<file path="config.mk">
export PLATFORM = sky130hd
export DESIGN_NAME = prog_loader
export DESIGN_NICKNAME = d
export VERILOG_FILES = /design/src/rtl/prog_loader.sv
export SDC_FILE = /design/constraint.sdc
export NUM_CORES = 1
export LEC_CHECK = 0
export ABC_AREA = 1
export CAP_MARGIN = 15
export CORE_MARGIN = 3
export CORE_UTILIZATION = 54
export DETAILED_ROUTE_END_ITERATION = 6
export GPL_ROUTABILITY_DRIVEN = 0
export PLACE_DENSITY = 0.77
export SLEW_MARGIN = 20
export SYNTH_ARGS = -nofsm -noshare
export SYNTH_HDL_FRONTEND = slang
export SYNTH_SLANG_ARGS = --single-unit
</file>
<file path="constraint.sdc">
create_clock -name clk -period 4.34 [get_ports clk]
set_input_delay 0.868 -clock clk [delete_from_list [all_inputs] [get_ports clk]]
set_output_delay 0.868 -clock clk [all_outputs]
set_load 0.05 [all_outputs]
</file>
<file path="src/rtl/prog_loader.sv">
// Boot loader: length-prefixed byte stream -> big-endian words in instruction memory.
// Define PROG_LOADER_CHECKSUM_EN to require a trailing XOR checksum byte after the payload.
module prog_loader #(
  parameter int unsigned ADDR_WIDTH = 8
) (
  input  logic                  clk,
  input  logic                  reset,
  input  logic                  in_valid,
  input  logic [7:0]            in_data,
  output logic                  in_ready,
  output logic                  imem_we,
  output logic [ADDR_WIDTH-1:0] imem_addr,
  output logic [31:0]           imem_wdata,
  output logic                  cpu_reset,
  output logic                  done,
  output logic                  error,
  output logic [ADDR_WIDTH:0]   words_loaded
);

  localparam int unsigned Cap = 1 << ADDR_WIDTH;

  typedef enum logic [2:0] {
    StLenHi = 3'd0,
    StLenLo = 3'd1,
    StData  = 3'd2,
`ifdef PROG_LOADER_CHECKSUM_EN
    StCheck = 3'd3,
`endif
    StRun   = 3'd4,
    StError = 3'd5
  } state_e;

  state_e                state;
  logic [15:0]           len;
  logic [1:0]            byte_cnt;
  logic [23:0]           shift;
  logic [ADDR_WIDTH:0]   word_idx;
`ifdef PROG_LOADER_CHECKSUM_EN
  logic [7:0]            csum;
`endif

  logic accept;
  assign accept = in_valid && in_ready;

  always_comb begin
    in_ready = (state == StLenHi) || (state == StLenLo) || (state == StData);
`ifdef PROG_LOADER_CHECKSUM_EN
    if (state == StCheck) in_ready = 1'b1;
`endif
  end

  always_ff @(posedge clk or posedge reset) begin
    if (reset) begin
      state        <= StLenHi;
      len          <= '0;
      byte_cnt     <= '0;
      shift        <= '0;
      word_idx     <= '0;
      imem_we      <= 1'b0;
      imem_addr    <= '0;
      imem_wdata   <= '0;
      cpu_reset    <= 1'b1;
      done         <= 1'b0;
      error        <= 1'b0;
      words_loaded <= '0;
`ifdef PROG_LOADER_CHECKSUM_EN
      csum         <= '0;
`endif
    end else begin
      imem_we <= 1'b0;
      if (imem_we) words_loaded <= words_loaded + 1'b1;
      case (state)
        StLenHi: begin
          if (accept) begin
            len[15:8] <= in_data;
            state     <= StLenLo;
          end
        end
        StLenLo: begin
          if (accept) begin
            len[7:0] <= in_data;
            if ({len[15:8], in_data} == 16'd0) begin
`ifdef PROG_LOADER_CHECKSUM_EN
              state <= StCheck;
`else
              state <= StRun;
`endif
            end else if (32'({len[15:8], in_data}) > Cap) begin
              state <= StError;
            end else begin
              state <= StData;
            end
          end
        end
        StData: begin
          if (accept) begin
`ifdef PROG_LOADER_CHECKSUM_EN
            csum <= csum ^ in_data;
`endif
            byte_cnt <= byte_cnt + 2'd1;
            if (byte_cnt == 2'd3) begin
              // Write is registered so the next byte can be taken while it lands.
              imem_we    <= 1'b1;
              imem_addr  <= word_idx[ADDR_WIDTH-1:0];
              imem_wdata <= {shift, in_data};
              word_idx   <= word_idx + 1'b1;
              if (32'(word_idx) + 32'd1 == 32'(len)) begin
`ifdef PROG_LOADER_CHECKSUM_EN
                state <= StCheck;
`else
                state <= StRun;
`endif
              end
            end else begin
              shift <= {shift[15:0], in_data};
            end
          end
        end
`ifdef PROG_LOADER_CHECKSUM_EN
        StCheck: begin
          if (accept) state <= (in_data == csum) ? StRun : StError;
        end
`endif
        StRun: begin
          cpu_reset <= 1'b0;
          done      <= 1'b1;
        end
        StError: begin
          error <= 1'b1;
        end
        default: state <= StError;
      endcase
    end
  end

endmodule

</file>
# Yosys cells after proc, flatten, opt, wreduce, memory -nomap -nowiden
# Cells that the tools add are included.
word_totals:
  ff_bits: 107
op_classes:
  n_addsub: 4
  n_lt_le_gt_ge: 1
  n_eq_ne: 11
  mux: 11
  bitwise: 2
  n_reduce_logical: 12
ops:
  columns: ["operator", "n"]
  rows:
  - ["$mux W3", 7]
  - ["$add A9 B1 Y9 const B", 2]
  - ["$eq A10 B16 Y1", 1]
  - ["$gt A16 B9 Y1 const B", 1]
  - ["$logic_not A16 Y1", 1]
  - ["$pmux W3 S4", 1]
  - ["$add A9 B1 Y10 const B", 1]
  - ["$eq A3 B3 Y1 const B", 2]
  - ["$ne A2 B2 Y1 const B", 3]
  - ["$reduce_and A2 Y1", 3]
  - ["$reduce_and A3 Y1", 2]
  - ["$reduce_and A6 Y1", 1]
  - ["$ne A2 B1 Y1 const B", 2]
  - ["$eq A3 B1 Y1 const B", 1]
  - ["$eq A3 B2 Y1 const B", 1]
  - ["$logic_not A3 Y1", 1]
  - ["$mux W1", 3]
  - ["$add A2 B1 Y2 const B", 1]
  - ["$eq A2 B2 Y1 const B", 1]
  - ["$logic_or A1 B1 Y1", 2]
  - ["$not A1 Y1", 2]
  - ["$reduce_or A2 Y1", 1]
  - ["$logic_and A1 B1 Y1", 1]

# Longest topological paths before layout
# Gate-level depths: netlist of run 1.
depth:
  word_depth: 6
  depth_mapped: 14

# Worst setup path after synthesis of run 1
# Ideal clock, no wire load.
synth_path:
  path_kind: "reg2out"
  startpoint: "register state[0]"
  endpoint: "output port in_ready"
  t_arrival_ps: 1122
  setup_slack_ps: 2350
  path_stages_with_launch: 6
  n_path_buf: 0
  cell_sequence: "dfrtp_1 > nor3_2 > inv_2 > nand2_1 > nor2_1 > inv_1"
synth_via:
  elab_chain_cells: 3
  word_cells_on_any_way: 5
  classes_between: "eq/ne (2); reduce/logical (3)"
synth_lines:
  columns: ["item", "line_no", "text"]
  rows:
  - ["start: declaration", "33", "state_e state;"]
  - ["start signal: assignment", "54", "state <= StLenHi;"]
  - ["start signal: assignment", "76", "state <= StLenLo;"]
  - ["start signal: assignment", "86", "state <= StRun;"]
  - ["$eq A3 B1 Y1 / $logic_not A3 Y1 (equally long branches)", "46", "in_ready = (state == StLenHi) || (state == StLenLo) || (state == StData);"]
  - ["$logic_or A1 B1 Y1", "46", null]
  - ["$logic_or A1 B1 Y1 *", "46", null]
  - ["end: declaration", "10", "output logic in_ready,"]
# Every way passes the cells marked *; elsewhere a longest branch is shown, timed or not.

# Final worst setup path of run 1
# Same ends and word-level chain as after synthesis.

==> impl_metrics.py, run 1 <==
metrics = {
    "run_status": {
        "status": "complete, no violations",
    },
    "placement": {
        "place_worst_setup_slack_ns": 1.33,
        "placed_area_mm2": 0.00526,
        "place_inst": 670,
        "dp_hpwl_um": 6320,
        "portBuffers": 64,
    },
    "global_route": {
        "grt_pass1_wl_um": 15500,
        "grt_pass1_vias": 3237,
        "antenna_found_initial": 0,
        "grtUsageTotal_pct": 19.4,
        "overflow": 0,
        "grt_max_degree": 81,
    },
    "synth": {
        "syn_inst": 519,
        "synth_area_mm2": 0.00458,
        "synth-seq-area-share_pct": 58.5,
        "ys_ff_latch": 107,
        "ys_types": 26,
        "ys_warn_count": 0,
        "synth_nets": 533,
        "syn_avg_cell_area_um2": 8.83,
        "yosysTopAreaCellShare_pct": 57.9,
        "yosys.area.top_type": "dfrtp_1",
        "netlist_top_cells_area": "dfrtp_1 (58%), nand2_1 (15%), o21ai_0 (5.5%), inv_1 (4.5%), o21ai_1 (2.4%)",
    },
    "critical_path": {
        "critPathSlowestCell": "clkdlybuf4s50_1",
        "crit_required_ns": 3.47,
        "cp_top_family": "buffers and inverters",
        "cp.buffers_inverters": 3,
        "crit_chain": "inv_1, nor2_1, nand2_1, nand2_1, nor2_1, inv_1, clkdlybuf4s50_1",
        "startpoint_type": "register",
        "worst_setup_path_end_kind": "output pin",
        "worst-path-max-fanout": 5,
        "critPathMaxStageDelay_ns": 0.79,
        "criticalPathCategory": "reg -> out",
        "critPathArrivalTime_ns": 2.14,
    },
    "layout": {
        "drive_gt1_share_pct": 6.85,
        "ff_latch_area_mm2": 0.00268,
        "fin_area_mm2": 0.00542,
        "fin_cells": 686,
        "fillers": 649,
        "final_common_cell": "nand2_1",
        "antenna_cells": 0,
        "final_nets": 593,
        "synthToLayoutAreaGrowth_pct": 18.4,
        "mostFrequentLayoutCells": "nand2_1 (183), dfrtp_1 (106), clkdlybuf4s50_1 (64), inv_1 (54), o21ai_0 (50)",
        "multi_input_area_mm2": 0.00157,
    },
    "drt": {
        "vias": 3469,
        "dr.pass1.iters": 5,
        "drtIter0Drc": 187,
        "wl_per_cell_um": 12.9,
        "viasPerCell": 5.06,
        "ant_nets": 0,
        "wl_um": 8870,
        "route.detailed.drc": 0,
    },
    "flow_run": {
        "cap_violations": 0,
    },
    "clock_tree": {
        "cts_tree": "yes",
        "clk_latency_ns": 0.35,
        "cts_max_level": 3,
        "cts-root-buf": "clkbuf_8",
        "cts_resized": 0,
        "clock_path_buffers": 2,
        "clkTransAtPathRegs_ns": 0.09,
        "postCtsSetupBuffers": 0,
        "cts_buffers": 9,
        "hold_buffers": 0,
        "cts.sinks": 107,
    },
    "timing": {
        "fin_crit_sh_pct": 69.4,
        "slew_headroom_pct": 37.2,
        "fin_crit_ns": 3.01,
        "rsz0062_at_grt": "false",
        "finalSetupTns_ns": 0,
        "clock.fmax_mhz": 332,
        "slew_violations": 0,
        "holdWs_ns": 0.443,
        "finalSetupViolations": 0,
        "worst_pin_slew_ns": 0.942,
        "hold_viol": 0,
        "skew_ns": 0.0136,
        "finalWorstSetupSlack_ns": 1.33,
    },
    "power_and_ir_drop": {
        "p_leak_nw": 2.65,
        "ir_drop_mv": 0.213,
        "power_density_mw_per_mm2": 318,
    },
    "floorplan": {
        "fp.coreArea_mm2": 0.00797,
        "start_util_pct": 57.5,
        "io_pins": 65,
        "dieArea_mm2": 0.00963,
        "row_count": 32,
        "die_w_um": 98.1,
        "die_y_um": 98.1,
    },
    "hold_path": {
        "hold_path_class": "reg -> reg",
    },
}
cell families (layout without fill, tap and decap cells):
kind of cell	after synthesis	count (layout)	synth area share [%]
buf+inv	76	141	7.35
simple gates	239	239	21.4
flops	107	107	58.5
xor+xnor	9	9	1.72
compound gates	85	85	10.3
fa+ha+maj	3	3	0.819
synth_stat cells:
library cell / instances
o21ai_1: 22
dfrtp_1: 106
inv_1: 55
o21ai_0: 50
nor3b_1: 1
clkbuf_1: 6
nor2_8: 1
dfstp_2: 1
or2_2: 2
buf_2: 5
nor2_4: 1
nor3_1: 3
ha_1: 3
nand3_1: 15
a21o_1: 1
nand4_1: 4
o22ai_1: 1
buf_6: 6
xor2_1: 6
nand2_1: 184
nand3b_1: 3
xnor2_1: 3
nor2_1: 24
nor3_2: 1
o21ai_2: 11
inv_2: 4
report_power, final:
group	leakage, nW	internal [mW]	total (mW)	switching [mW]
Sequential	1.39	1.02	1.03	0.0159
Clock	0.0864	0.209	0.529	0.320
Combinational	1.17	0.0515	0.165	0.113
stage by stage:
stage               total power [mW]  util (%)
CTS                             1.74      68.1
global placement                1.22      65.9
floorplan                       1.16         -
finish                          1.73      68.1
global route                    1.80      68.1
detailed placement              1.22      66.0
worst register-to-register path: stages (launching register included):
cell and delay, ns:
dfrtp_1 0.46, inv_2 0.10, nor3_2 0.05, inv_2 0.08, nor2_4 0.05, inv_2 0.10, nor2_8 0.07, inv_2 0.45
buf_4 0.54, nand2_1 0.16, o21ai_2 0.09
area by class of cell:
| class | count | area share (%) |
|---|---|---|
| Multi-Input combinational cell | 336 | 28.9 |
| Tap cell | 102 | 2.35 |
| Clock buffer | 10 | 2.35 |
| Clock inverter | 6 | 0.738 |
| Inverter | 59 | 4.13 |
| Timing Repair Buffer | 66 | 12.1 |
| Sequential cell | 107 | 49.4 |
sequential cells by signal (all words and copies together) (netlist names):
| register | count |
|---|---|
| imem_wdata | 32 |
| shift | 24 |
| len | 16 |
| word_idx | 9 |
| words_loaded | 9 |
| imem_addr | 8 |
| state | 3 |
| byte_cnt | 2 |
| cpu_reset | 1 |
| done | 1 |
| error | 1 |
| imem_we | 1 |
path summary, 6_finish.rpt:
check	from	to	slack (ns)	depth (start not counted)
worst max-delay path	state[0]	in_ready	1.33	7
worst min-delay path	cpu_reset	cpu_reset	0.44	2
worst max register to register	state[1]	imem_wdata[3]	2.10	10
worst min register to register	cpu_reset	cpu_reset	0.44	2
max in group asynchronous	reset	shift[21]	2.34	3
min in group asynchronous	reset	imem_wdata[24]	1.08	2
layer usage:
| layer | part of all wire [%] | vias to the layer above | global-route usage [%] | wire [µm] |
|---|---|---|---|---|
| li1 | - | 1737 | - | - |
| met1 | 49 | 1622 | 28.9 | 4350 |
| met2 | 46 | 98 | 30.0 | 4040 |
| met3 | 4.2 | 12 | 3.21 | 372 |
| met4 | 1.2 | 0 | 5.11 | 107 |
| met5 | 0 | - | 0 | 0 |
Note: power is estimated with default switching activity, not from simulation.
==> run 2: changes to the inputs <==
==> constraint.sdc (replaced) <==
create_clock -name clk -period 2.85 [get_ports clk]
set_input_delay 0.57 -clock clk [delete_from_list [all_inputs] [get_ports clk]]
set_output_delay 0.57 -clock clk [all_outputs]
set_load 0.05 [all_outputs]
==> run 2 against run 1 <==
  * Power increased by 63%
  * Register-to-register slack got worse by 1.2 ns
  * Highest routed layer unchanged
  * Utilization up 1.1 points
  * Sequential share of layout area is 0.80 points lower
  * Setup slack worse by 1.2 ns
  * Critical endpoint unchanged
  * Via count is 1.8% higher
  * First-iteration DRC count shrank 17%
  * Non-clock buffer count up 5
  * Sequential power is 52% higher
  * Largest power group unchanged
==> impl_metrics.py, run 2 (synthesized netlist as in run 1, its figures left out) <==
metrics = {
    "run_status": {
        "status": "complete, no violations",
    },
    "timing": {
        "finalSetupTns_ns": 0,
        "finalSetupViolations": 0,
        "slew_headroom_pct": 63.8,
        "hold_viol": 0,
        "fin_crit_ns": 2.68,
        "worst_pin_slew_ns": 0.543,
        "slew_violations": 0,
        "rsz0062_at_grt": "false",
        "clock.fmax_mhz": 373,
        "fin_crit_sh_pct": 94.1,
        "skew_ns": 0.00937,
    },
    "critical_path": {
        "critPathArrivalTime_ns": 2.11,
        "crit_required_ns": 2.28,
        "criticalPathCategory": "reg -> out",
        "worst-path-max-fanout": 5,
        "startpoint_type": "register",
        "worst_setup_path_end_kind": "output pin",
    },
    "floorplan": {
        "start_util_pct": 57.5,
        "row_count": 32,
        "dieArea_mm2": 0.00963,
        "io_pins": 65,
        "fp.coreArea_mm2": 0.00797,
        "die_w_um": 98.1,
        "die_y_um": 98.1,
    },
    "drt": {
        "wl_per_cell_um": 13.4,
        "met2WireLength_um": 4350,
        "vias": 3530,
        "ant_nets": 0,
        "route.detailed.drc": 0,
        "dr.pass1.iters": 5,
        "dr_wl_met3_um": 413,
        "viasPerCell": 5.12,
        "wirelength_met1_um": 4330,
        "drtIter0Drc": 156,
        "wl_um": 9230,
        "route.top_layer_used": "met4",
    },
    "layout": {
        "final_nets": 598,
        "synthToLayoutAreaGrowth_pct": 20.3,
        "fin_cells": 690,
        "final_common_cell": "nand2_1",
        "largest_register": "imem_wdata",
        "reg_top3": "imem_wdata (32), shift (24), len (16)",
        "fillers": 634,
        "antenna_cells": 0,
        "mostFrequentLayoutCells": "nand2_1 (184), dfrtp_1 (106), clkdlybuf4s50_1 (64), inv_1 (54), o21ai_0 (50)",
        "drive_gt1_share_pct": 7.14,
        "largest_register_ffs": 32,
    },
    "clock_tree": {
        "cts_tree": "yes",
        "cts_resized": 0,
        "clk_latency_ns": 0.36,
        "cts_max_level": 3,
        "cts-root-buf": "clkbuf_8",
        "postCtsSetupBuffers": 0,
        "hold_buffers": 0,
        "clkTransAtPathRegs_ns": 0.09,
        "cts_buffers": 9,
        "cts.sinks": 107,
        "clock_path_buffers": 2,
    },
    "power_and_ir_drop": {
        "p_leak_nw": 2.68,
        "ir_drop_mv": 0.316,
        "power_density_mw_per_mm2": 510,
    },
    "global_route": {
        "overflow": 0,
        "antenna_found_initial": 0,
        "grt_max_degree": 57,
        "grt_pass1_vias": 3469,
        "grt_pass1_wl_um": 16200,
        "grtUsageTotal_pct": 20.7,
    },
    "hold_path": {
        "hold_path_class": "reg -> reg",
    },
    "placement": {
        "place_inst": 675,
        "portBuffers": 64,
        "dp_hpwl_um": 6560,
    },
    "flow_run": {
        "cap_violations": 0,
    },
}
-- run 2: cell types whose count changed in the layout (fill, tap and decap cells not counted) --
cell | previous run | this run
buf_12 | 0 | 1
buf_4 | 2 | 6
bufinv_16 | 0 | 2
clkbuf_1 | 1 | 2
clkinv_2 | 3 | 0
clkinvlp_4 | 1 | 2
inv_4 | 1 | 0
inv_6 | 1 | 0
nand2_1 | 183 | 184
nand2_2 | 1 | 0
-- run 2: cell type report --
| type | count | area, µm² | area share, % |
|---|---|---|---|
| clock buffers | 11 | 131 | 2.38 |
| clock inverters | 4 | 76.3 | 1.38 |
| inverters | 59 | 225 | 4.09 |
| multi-input cells | 336 | 1570 | 28.4 |
| flip-flops and latches | 107 | 2680 | 48.6 |
| well taps | 102 | 128 | 2.32 |
| repair buffers | 71 | 706 | 12.8 |
-- run 2: final timing paths --
check                      slack, ns   startpoint  cells after the start        endpoint
hold reg to reg                 0.44    cpu_reset                      2       cpu_reset
setup reg to reg                0.89  word_idx[1]                     12        state[1]
hold / removal                  0.44    cpu_reset                      2       cpu_reset
max in group asynchronous       1.63        reset                      3   imem_wdata[0]
setup / recovery                0.17     state[0]                      6        in_ready
min in group asynchronous       0.58        reset                      2  imem_wdata[26]
-- run 2: critical path: stages (launching register included) --
cell and delay, ns:
dfrtp_1 0.44, nor3_2 0.24, inv_2 0.08, nand2_1 0.08, nor2_1 0.06, inv_1 0.06
clkdlybuf4s50_1 0.79
-- run 2: metrics by stage --
step | hold slack (ns) | power (mW) | instance area, µm² | setup slack, ns | util [%]
final | 0.445 | 2.81 | 5510 | 0.168 | 69.2
after global routing | 0.482 | 2.92 | 5510 | 0.0296 | 69.2
after CTS | 0.447 | 2.83 | 5510 | 0.148 | 69.2
after detailed placement | 0.432 | 1.86 | 5300 | 0.523 | 66.6
after global placement | 0.431 | 1.86 | 5300 | 0.576 | 66.6
after floorplan | 0.446 | 1.76 | 4590 | 0.993 | -
-- run 2: layer usage --
| layer | global-route usage, % | vias up |
|---|---|---|
| li1 | - | 1760 |
| met1 | 28.5 | 1669 |
| met2 | 32.8 | 91 |
| met3 | 3.36 | 10 |
| met4 | 8.95 | 0 |
| met5 | 0 | - |
-- run 2: where the power goes --
group          internal, mW  leakage [nW]  switching [mW]  total (mW)
sequential             1.55          1.39          0.0257        1.57
clock                 0.493        0.0996           0.490       0.983
combinational        0.0829          1.19           0.174       0.257
